`src/rtl/rst_seq_pkg.sv`:
```
// rst_seq shared types: FSM state encoding and counter-width helper.
// Imported by rst_seq and rst_seq_ch.
package rst_seq_pkg;

  typedef enum logic [1:0] {
    ST_ASSERT  = 2'd0,
    ST_RELEASE = 2'd1,
    ST_RUN     = 2'd2
  } state_e;

  function automatic int cnt_w(input int a, input int b);
    int m;
    m = (a > b) ? a : b;
    return $clog2(m + 1);
  endfunction

endpackage

```
`src/rtl/rst_seq_ch.sv`:
```
// rst_seq_ch: one reset channel: soft-reset countdown plus its rst_out bit.
// Ports: clk, rst (global hold), en_run, req, release_now -> rst_out.
module rst_seq_ch
  import rst_seq_pkg::*;
#(
  parameter int MIN_ASSERT = 8,
  parameter int CW         = 4
) (
  input  logic clk,
  input  logic rst,
  input  logic en_run,
  input  logic req,
  input  logic release_now,
  output logic rst_out
);

  localparam logic [CW-1:0] LOAD = CW'(MIN_ASSERT - 1);

  logic          rst_q, rst_d;
  logic [CW-1:0] cnt_q, cnt_d;

  always_comb begin
    rst_d = rst_q;
    cnt_d = cnt_q;
    if (en_run && req) begin
      rst_d = 1'b1;
      cnt_d = LOAD;
    end else if (release_now) begin
      rst_d = 1'b0;
    end else if (en_run && rst_q) begin
      // in RUN a set bit can only be a soft reset in progress
      if (cnt_q == '0) rst_d = 1'b0;
      else             cnt_d = cnt_q - 1'b1;
    end
  end

  always_ff @(posedge clk) begin
    if (rst) begin
      rst_q <= 1'b1;
      cnt_q <= '0;
    end else begin
      rst_q <= rst_d;
      cnt_q <= cnt_d;
    end
  end

  assign rst_out = rst_q;

endmodule

```
`src/rtl/rst_seq.sv`:
```
// rst_seq: global reset sequencer with staggered per-channel release.
// Ports: clk, rst, glb_req, ch_req -> rst_out[NUM_CH], rst_done.
module rst_seq
  import rst_seq_pkg::*;
#(
  parameter int NUM_CH     = 4,
  parameter int MIN_ASSERT = 8,
  parameter int STAGE_DLY  = 16
) (
  input  logic              clk,
  input  logic              rst,
  input  logic              glb_req,
  input  logic [NUM_CH-1:0] ch_req,
  output logic [NUM_CH-1:0] rst_out,
  output logic              rst_done
);

  localparam int CW = cnt_w(MIN_ASSERT, STAGE_DLY);
  localparam int IW = (NUM_CH > 1) ? $clog2(NUM_CH) : 1;

  localparam logic [CW-1:0] MA    = CW'(MIN_ASSERT);
  localparam logic [CW-1:0] SD_M1 = CW'(STAGE_DLY - 1);
  localparam logic [IW-1:0] LAST  = IW'(NUM_CH - 1);
  localparam bit            ONE   = (NUM_CH == 1);

  logic          hold;
  state_e        state_q;
  logic [CW-1:0] cnt_q;
  logic [IW-1:0] idx_q;
  logic          done_q;
  logic [NUM_CH-1:0] rel;

  assign hold = rst | glb_req;

  always_comb begin
    rel = '0;
    for (int i = 0; i < NUM_CH; i++) begin
      if (state_q == ST_ASSERT && cnt_q == MA && i == 0)
        rel[i] = 1'b1;
      if (state_q == ST_RELEASE && cnt_q == SD_M1 &&
          idx_q == IW'(i))
        rel[i] = 1'b1;
    end
  end

  always_ff @(posedge clk) begin
    if (hold) begin
      state_q <= ST_ASSERT;
      cnt_q   <= '0;
      idx_q   <= '0;
      done_q  <= 1'b0;
    end else begin
      unique case (state_q)
        ST_ASSERT: begin
          if (cnt_q == MA) begin
            cnt_q <= '0;
            if (ONE) begin
              state_q <= ST_RUN;
              done_q  <= 1'b1;
            end else begin
              state_q <= ST_RELEASE;
              idx_q   <= IW'(1);
            end
          end else begin
            cnt_q <= cnt_q + 1'b1;
          end
        end
        ST_RELEASE: begin
          if (cnt_q == SD_M1) begin
            cnt_q <= '0;
            if (idx_q == LAST) begin
              state_q <= ST_RUN;
              done_q  <= 1'b1;
            end else begin
              idx_q <= idx_q + 1'b1;
            end
          end else begin
            cnt_q <= cnt_q + 1'b1;
          end
        end
        ST_RUN: begin
          done_q <= 1'b1;
        end
        default: begin
          state_q <= ST_ASSERT;
          cnt_q   <= '0;
          idx_q   <= '0;
          done_q  <= 1'b0;
        end
      endcase
    end
  end

  for (genvar g = 0; g < NUM_CH; g++) begin : g_ch
    rst_seq_ch #(
      .MIN_ASSERT (MIN_ASSERT),
      .CW         (CW)
    ) u_ch (
      .clk         (clk),
      .rst         (hold),
      .en_run      (state_q == ST_RUN),
      .req         (ch_req[g]),
      .release_now (rel[g]),
      .rst_out     (rst_out[g])
    );
  end

  assign rst_done = done_q;

endmodule

```
`config.mk`:
```
export PLATFORM = sky130hd
export DESIGN_NAME = rst_seq
export DESIGN_NICKNAME = d
export VERILOG_FILES = /design/src/rtl/rst_seq_pkg.sv /design/src/rtl/rst_seq_ch.sv /design/src/rtl/rst_seq.sv
export SDC_FILE = /design/constraint.sdc
export NUM_CORES = 1
export LEC_CHECK = 0
export ABC_AREA = 0
export BUFFER_PORTS_ARGS = -buffer_cell sky130_fd_sc_hd__buf_2
export CORE_UTILIZATION = 46
export DETAILED_ROUTE_END_ITERATION = 10
export GPL_ROUTABILITY_DRIVEN = 0
export PLACE_DENSITY = 0.64
export SLEW_MARGIN = 0
export SYNTH_ARGS = -nofsm -noshare
export SYNTH_HDL_FRONTEND = slang
export SYNTH_SLANG_ARGS = --single-unit
```
`constraint.sdc`:
```
create_clock -name clk -period 3 [get_ports clk]
set_clock_uncertainty 0.15 [all_clocks]
set_input_delay 0.6 -clock clk [delete_from_list [all_inputs] [get_ports clk]]
set_output_delay 0.6 -clock clk [all_outputs]
set_load 0.01 [all_outputs]
```
Yosys cells after proc, flatten, opt, wreduce, memory -nomap -nowiden:

Index checks and enable logic that the tools add are counted.
W data, S select, Z words.

* register bits after elaboration: 34
* input bits: 7
* output and inout bits: 5
* logic and storage cells: 149

* $add $sub $neg: 6
* equal/unequal tests: 19
* mux-type cells: 46
* bitwise operators: 11
* reduce and logical (&&, ||, !) cells: 51

Operator list (count)
* $mux W3: 16
* $reduce_and A3 Y1: 9
* $reduce_bool A2 Y1: 12
* $logic_not A5 Y1: 4
* $sub A5 B1 Y5 const B: 4
* $mux W1: 19
* $pmux W5 S3: 1
* $logic_and A1 B1 Y1: 14
* $ne A2 B1 Y1 const B: 7
* $pmux W2 S3: 2
* $eq A5 B4 Y1 const B: 2
* $mux W2: 5
* $mux W5: 2
* $ne A2 B2 Y1 const B: 5
* $not A1 Y1: 10
* $reduce_and A2 Y1: 4
* $reduce_and A4 Y1: 2
* $reduce_or A2 Y1: 4
* $eq A2 B2 Y1 const B: 3
* $add A5 B1 Y5 const B: 1
* $eq A2 B1 Y1 const B: 2
* $logic_not A2 Y1: 2
* $pmux W1 S3: 1
* $add A2 B1 Y2 const B: 1
* $or A1 B1 Y1: 1

Logic depth before layout (Yosys ltp):

* depth after elaboration: 6
* mapped depth: 8
* mapped depth without buffers: 7

By module:

A second synthesis with hierarchy kept.

* cells, all modules: 235
* area, all modules: 2098.3 µm²

Modules (own cells, without submodules)
* rst_seq_ch: times used 4, cells each 38, area an instance 347.8 µm², sequential area each 120.1 µm²
* rst_seq: times used 1, cells each 83, area an instance 706.9 µm², sequential area each 200.2 µm²

Worst setup path before layout:

Ideal clock, no wire load.

* path kind: reg2reg
* from: register cnt_q[0]
* to: register g_ch[0].u_ch.cnt_q[1]
* setup time: 116 ps
* data arrival time: 1792 ps
* required time: 2734 ps
* path slack: 943 ps
* cell stages (with the launch flop): 9
* path buffers: 1
* clock period less this slack: 2057 ps
* cell sequence: dfxtp_1 > ha_1 > and3_2 > ha_1 > nand3_1 > o211ai_4 > buf_6 > or3_1 > and3_1

* longest elaborated chain between the ends: 6
* elaborated cells between the ends (all ways): 9
* those cells by class: eq/ne (3); mux (2); reduce/logical (4)

RTL lines
* start, declared: RTL line rst_seq.sv:28 `logic [CW-1:0] cnt_q;`
* start signal, assigned: RTL line rst_seq.sv:65 `cnt_q <= cnt_q + 1'b1;`
* start signal, assigned: RTL line rst_seq.sv:78 `cnt_q <= cnt_q + 1'b1;`
* $eq A5 B4 Y1 (on tied branches): RTL line rst_seq.sv:38, rst_seq.sv:40
* $logic_and A1 B1 Y1 (on tied branches)
* $mux W1 or $logic_and A1 B1 Y1 (tied branches): RTL line rst_seq.sv:38, rst_seq.sv:40
* $mux W1 (*): RTL line rst_seq.sv:40 `if (state_q == ST_RELEASE && cnt_q == SD_M1 &&`
* $ne A2 B2 Y1 (no source line) (*)
* $reduce_and A3 Y1 (no source line) (*)
* end signal, assigned: RTL line rst_seq_ch.sv:43 `cnt_q <= cnt_d;`
* end, declared: RTL line rst_seq_ch.sv:20 `logic [CW-1:0] cnt_q, cnt_d;`

Every way passes the cells marked *; elsewhere a longest branch is shown, timed or not.
A chain may end at the register's enable or synchronous reset.

Worst setup path in the final report:

* from: register cnt_q[0]
* to: register g_ch[1].u_ch.cnt_q[2]

* longest elaborated chain between the ends: 6

RTL lines (RTL line)
* $eq A5 B4 Y1: rst_seq.sv:40
* $logic_and A1 B1 Y1 (2 in series): rst_seq.sv:40
* $mux W1: rst_seq.sv:40
* $ne A2 B2 Y1 (no source line)
* $reduce_and A3 Y1 (no source line)
* end signal, assigned: rst_seq_ch.sv:43
* end, declared: rst_seq_ch.sv:20

Every way passes these cells.

==> out/metrics.cfg <==
[power]
leakage_nw = 0.813
ir_drop_uv = 270
power_density_mw_per_mm2 = 454

[global_route]
grt_max_degree = 21
grt_overflow_total = 0
met1_usage_pct = 22.1
track_usage_pct = 18.5
grt_pass1_vias = 1466
top_usage_layer = met2
antenna_found_initial = 0
met3_usage_pct = 6.50
use_met2_pct = 30.9
grt_pass1_wl_um = 6390

[synth]
ys_seq_elements = 34
synth_top_cell_by_area = dfxtp_1
synth_area_mm2 = 0.00202
ys_async_sr_fraction_pct = 0
synth_xor_xnor_area_share_pct = 2.60
syn_nets = 256
ys_types = 47
avgSynthCellArea_um2 = 8.82
synthTopCellsByCount = dfxtp_1, inv_1, a21oi_1
synth_top_family_by_area = simple AND/OR/NAND/NOR gates
synth_most_common_cell = dfxtp_1
synth_compound_area_share_pct = 17.0
synth.area.mux_share_pct = 2.66
synth_top_area_share_pct = 33.7
synth_area_leaders = dfxtp_1, ha_1, a21oi_1, or3_1, inv_1
syn_inst = 229
ys_seq_area_share_pct = 33.7
synthFlopType = dfxtp_1
synth-adder-area-share_pct = 12.4
synth_edf_count = 0
synth_warnings = 0
yosys.area_share.simple_pct = 23.9

[worst_setup_path]
worstReg2RegEnd = g_ch[1].u_ch.cnt_q[2]$_SDFFE_PP0P_
worstPathRequired_ns = 3.06
cp-start-kind = flip-flop
r2r_cells = 7
crit_chain = ha_1 > and3_2 > ha_1 > nand3_1 > nand4b_2 > or3_1 > a31oi_1
worst_setup_path_end_kind = flip-flop
critPathSlowestCell = or3_1
r2r_slack_ns = 0.78
crit_arrival_ns = 2.29
timing.rr.start = cnt_q[0]$_SDFFE_PP0P_
cp-startpoint = cnt_q[0]$_SDFFE_PP0P_
path_max_fanout = 8
critPathKind = flip-flop to flip-flop
slowest_delay_ns = 0.39
crit_path_frequent_cell = ha_1

[worst_hold_path]
hold_end = g_ch[1].u_ch.cnt_q[4]$_SDFFE_PP0P_
hold_start = g_ch[1].u_ch.cnt_q[4]$_SDFFE_PP0P_
whs_path_depth = 2
hp-class = flip-flop to flip-flop

[clocking]
path_clk_slew_ns = 0.07
cts_max_path_buffers = 2
cts_resized = 0
clock_sinks = 34
htree_levels = 2
clock_latency_ns = 0.29
cts_tree = yes
holdBufCountCts = 0
numCtsBuffers = 5
cts-root-buf = clkbuf_8
postCtsSetupBuffers = 0

[sta]
fin_crit_sh_pct = 74.2
worst_slack_ns = 0.775
finalSetupViolCount = 0
hold_ws_ns = 0.344
drv_slew = 0
hold_violations = 0
setup_tns_ns = 0
max_freq_ghz = 0.449
worst_slew_pin_slew_ns = 0.764
rsz0062_at_grt = false
relSlewSlack_pct = 49.1
post-route-min-period_ns = 2.22

[outcome]
run_status = completed

[layout]
nNetsFinal = 264
final_core_util_pct = 53.8
antenna_cells = 0
drive_gt1_share_pct = 14.7
fin_area_mm2 = 0.00221
syn2layout_area_growth_pct = 9.54

[floorplanning]
placementRows = 23
chipWidth_um = 68.3
initial_core_util_pct = 49.1
die_h_um = 68.3
core_mm2 = 0.00412
pin_count = 12
dieArea_mm2 = 0.00466

[route]
wl_um = 3740
route.detailed.drc = 0
wl_per_cell_um = 13.0
drt_pass1_iterations = 4
vias_per_cell = 5.53
num_vias = 1594
antenna_left = 0
dr.first_iter.drc_count = 99

[placement]
placed_cell_area_mm2 = 0.00207
io_buffer_count = 11
pre_cts_slack_ns = 0.783
dp_hpwl_um = 2620

[run]
maxCapViolations = 0

-- area by class of cell --
class	count	area, µm²
Fill cell	378	1900
Multi-Input combinational cell	162	1180
Sequential cell	34	681
Clock buffer	6	82.6
Inverter	22	82.6
Timing Repair Buffer	12	62.6
Tap cell	50	62.6
Clock inverter	2	60.1
-- cells in the final DEF, fill, tap and decap left out, types with 4 or more instances in the layout --
cell,n
o21ai_0,13
ha_1,20
nand2_1,20
a21oi_1,21
a31oi_1,5
nor4b_1,4
buf_2,11
nand4_1,5
or3_1,15
inv_1,22
dfxtp_1,34
nand3_1,8
clkbuf_8,6
nor2_1,11
-- where the power goes --
| group | switching (mW) | total, mW | internal, mW |
|---|---|---|---|
| Sequential | 0.00127 | 0.454 | 0.452 |
| Combinational | 0.0132 | 0.0200 | 0.00678 |
| Clock | 0.176 | 0.531 | 0.354 |
-- worst max-delay path by stage --
stage | to | slack [ns]
finish | g_ch[1].u_ch.cnt_q[2]$_SDFFE_PP0P_ | 0.78
global route | g_ch[1].u_ch.cnt_q[2]$_SDFFE_PP0P_ | 0.58
detailed placement | g_ch[0].u_ch.cnt_q[2]$_SDFFE_PP0P_ | 0.78
floorplan | g_ch[0].u_ch.cnt_q[1]$_SDFFE_PP0P_ | 0.94
global placement | g_ch[1].u_ch.cnt_q[4]$_SDFFE_PP0P_ | 0.84
CTS | g_ch[0].u_ch.cnt_q[2]$_SDFFE_PP0P_ | 0.77
-- worst max-delay path: cells and delay by family (launching register included) --
kind                     cells  cell delay (ns)
AND/OR/NAND/NOR              4             1.01
adder cells (fa/ha/maj)      2             0.48
flip-flops                   1             0.34
AO/OA/AOI/OAI                1             0.18
-- registers in the layout (all words and copies together), names as in the netlist --
register and count:
idx_q 2, g_ch.u_ch.cnt_q 20, rst_done 1, cnt_q 5, state_q 2, g_ch.u_ch.rst_out 4
-- routing by layer --
| layer | part of all wire [%] | routed length, µm |
|---|---|---|
| met1 | 50 | 1890 |
| met2 | 44 | 1660 |
| met5 | 0 | 0 |
| met3 | 3.5 | 131 |
| met4 | 1.6 | 59 |
-- per-stage QoR --
stage	power (mW)	instances
finish	1.00	288
CTS	1.02	288
global route	1.04	288
detailed placement	0.484	280
floorplan	0.476	229
global placement	0.484	280
-- cells by family after synthesis --
| logic type | after synthesis |
|---|---|
| AND/OR/NAND/NOR | 79 |
| AO/OA/AOI/OAI | 52 |
| flip-flops | 34 |
| buffers and inverters | 33 |
| adder cells (fa/ha/maj) | 20 |
| XOR/XNOR | 6 |
| multiplexers | 5 |
Power figures use the tool's default switching activity.
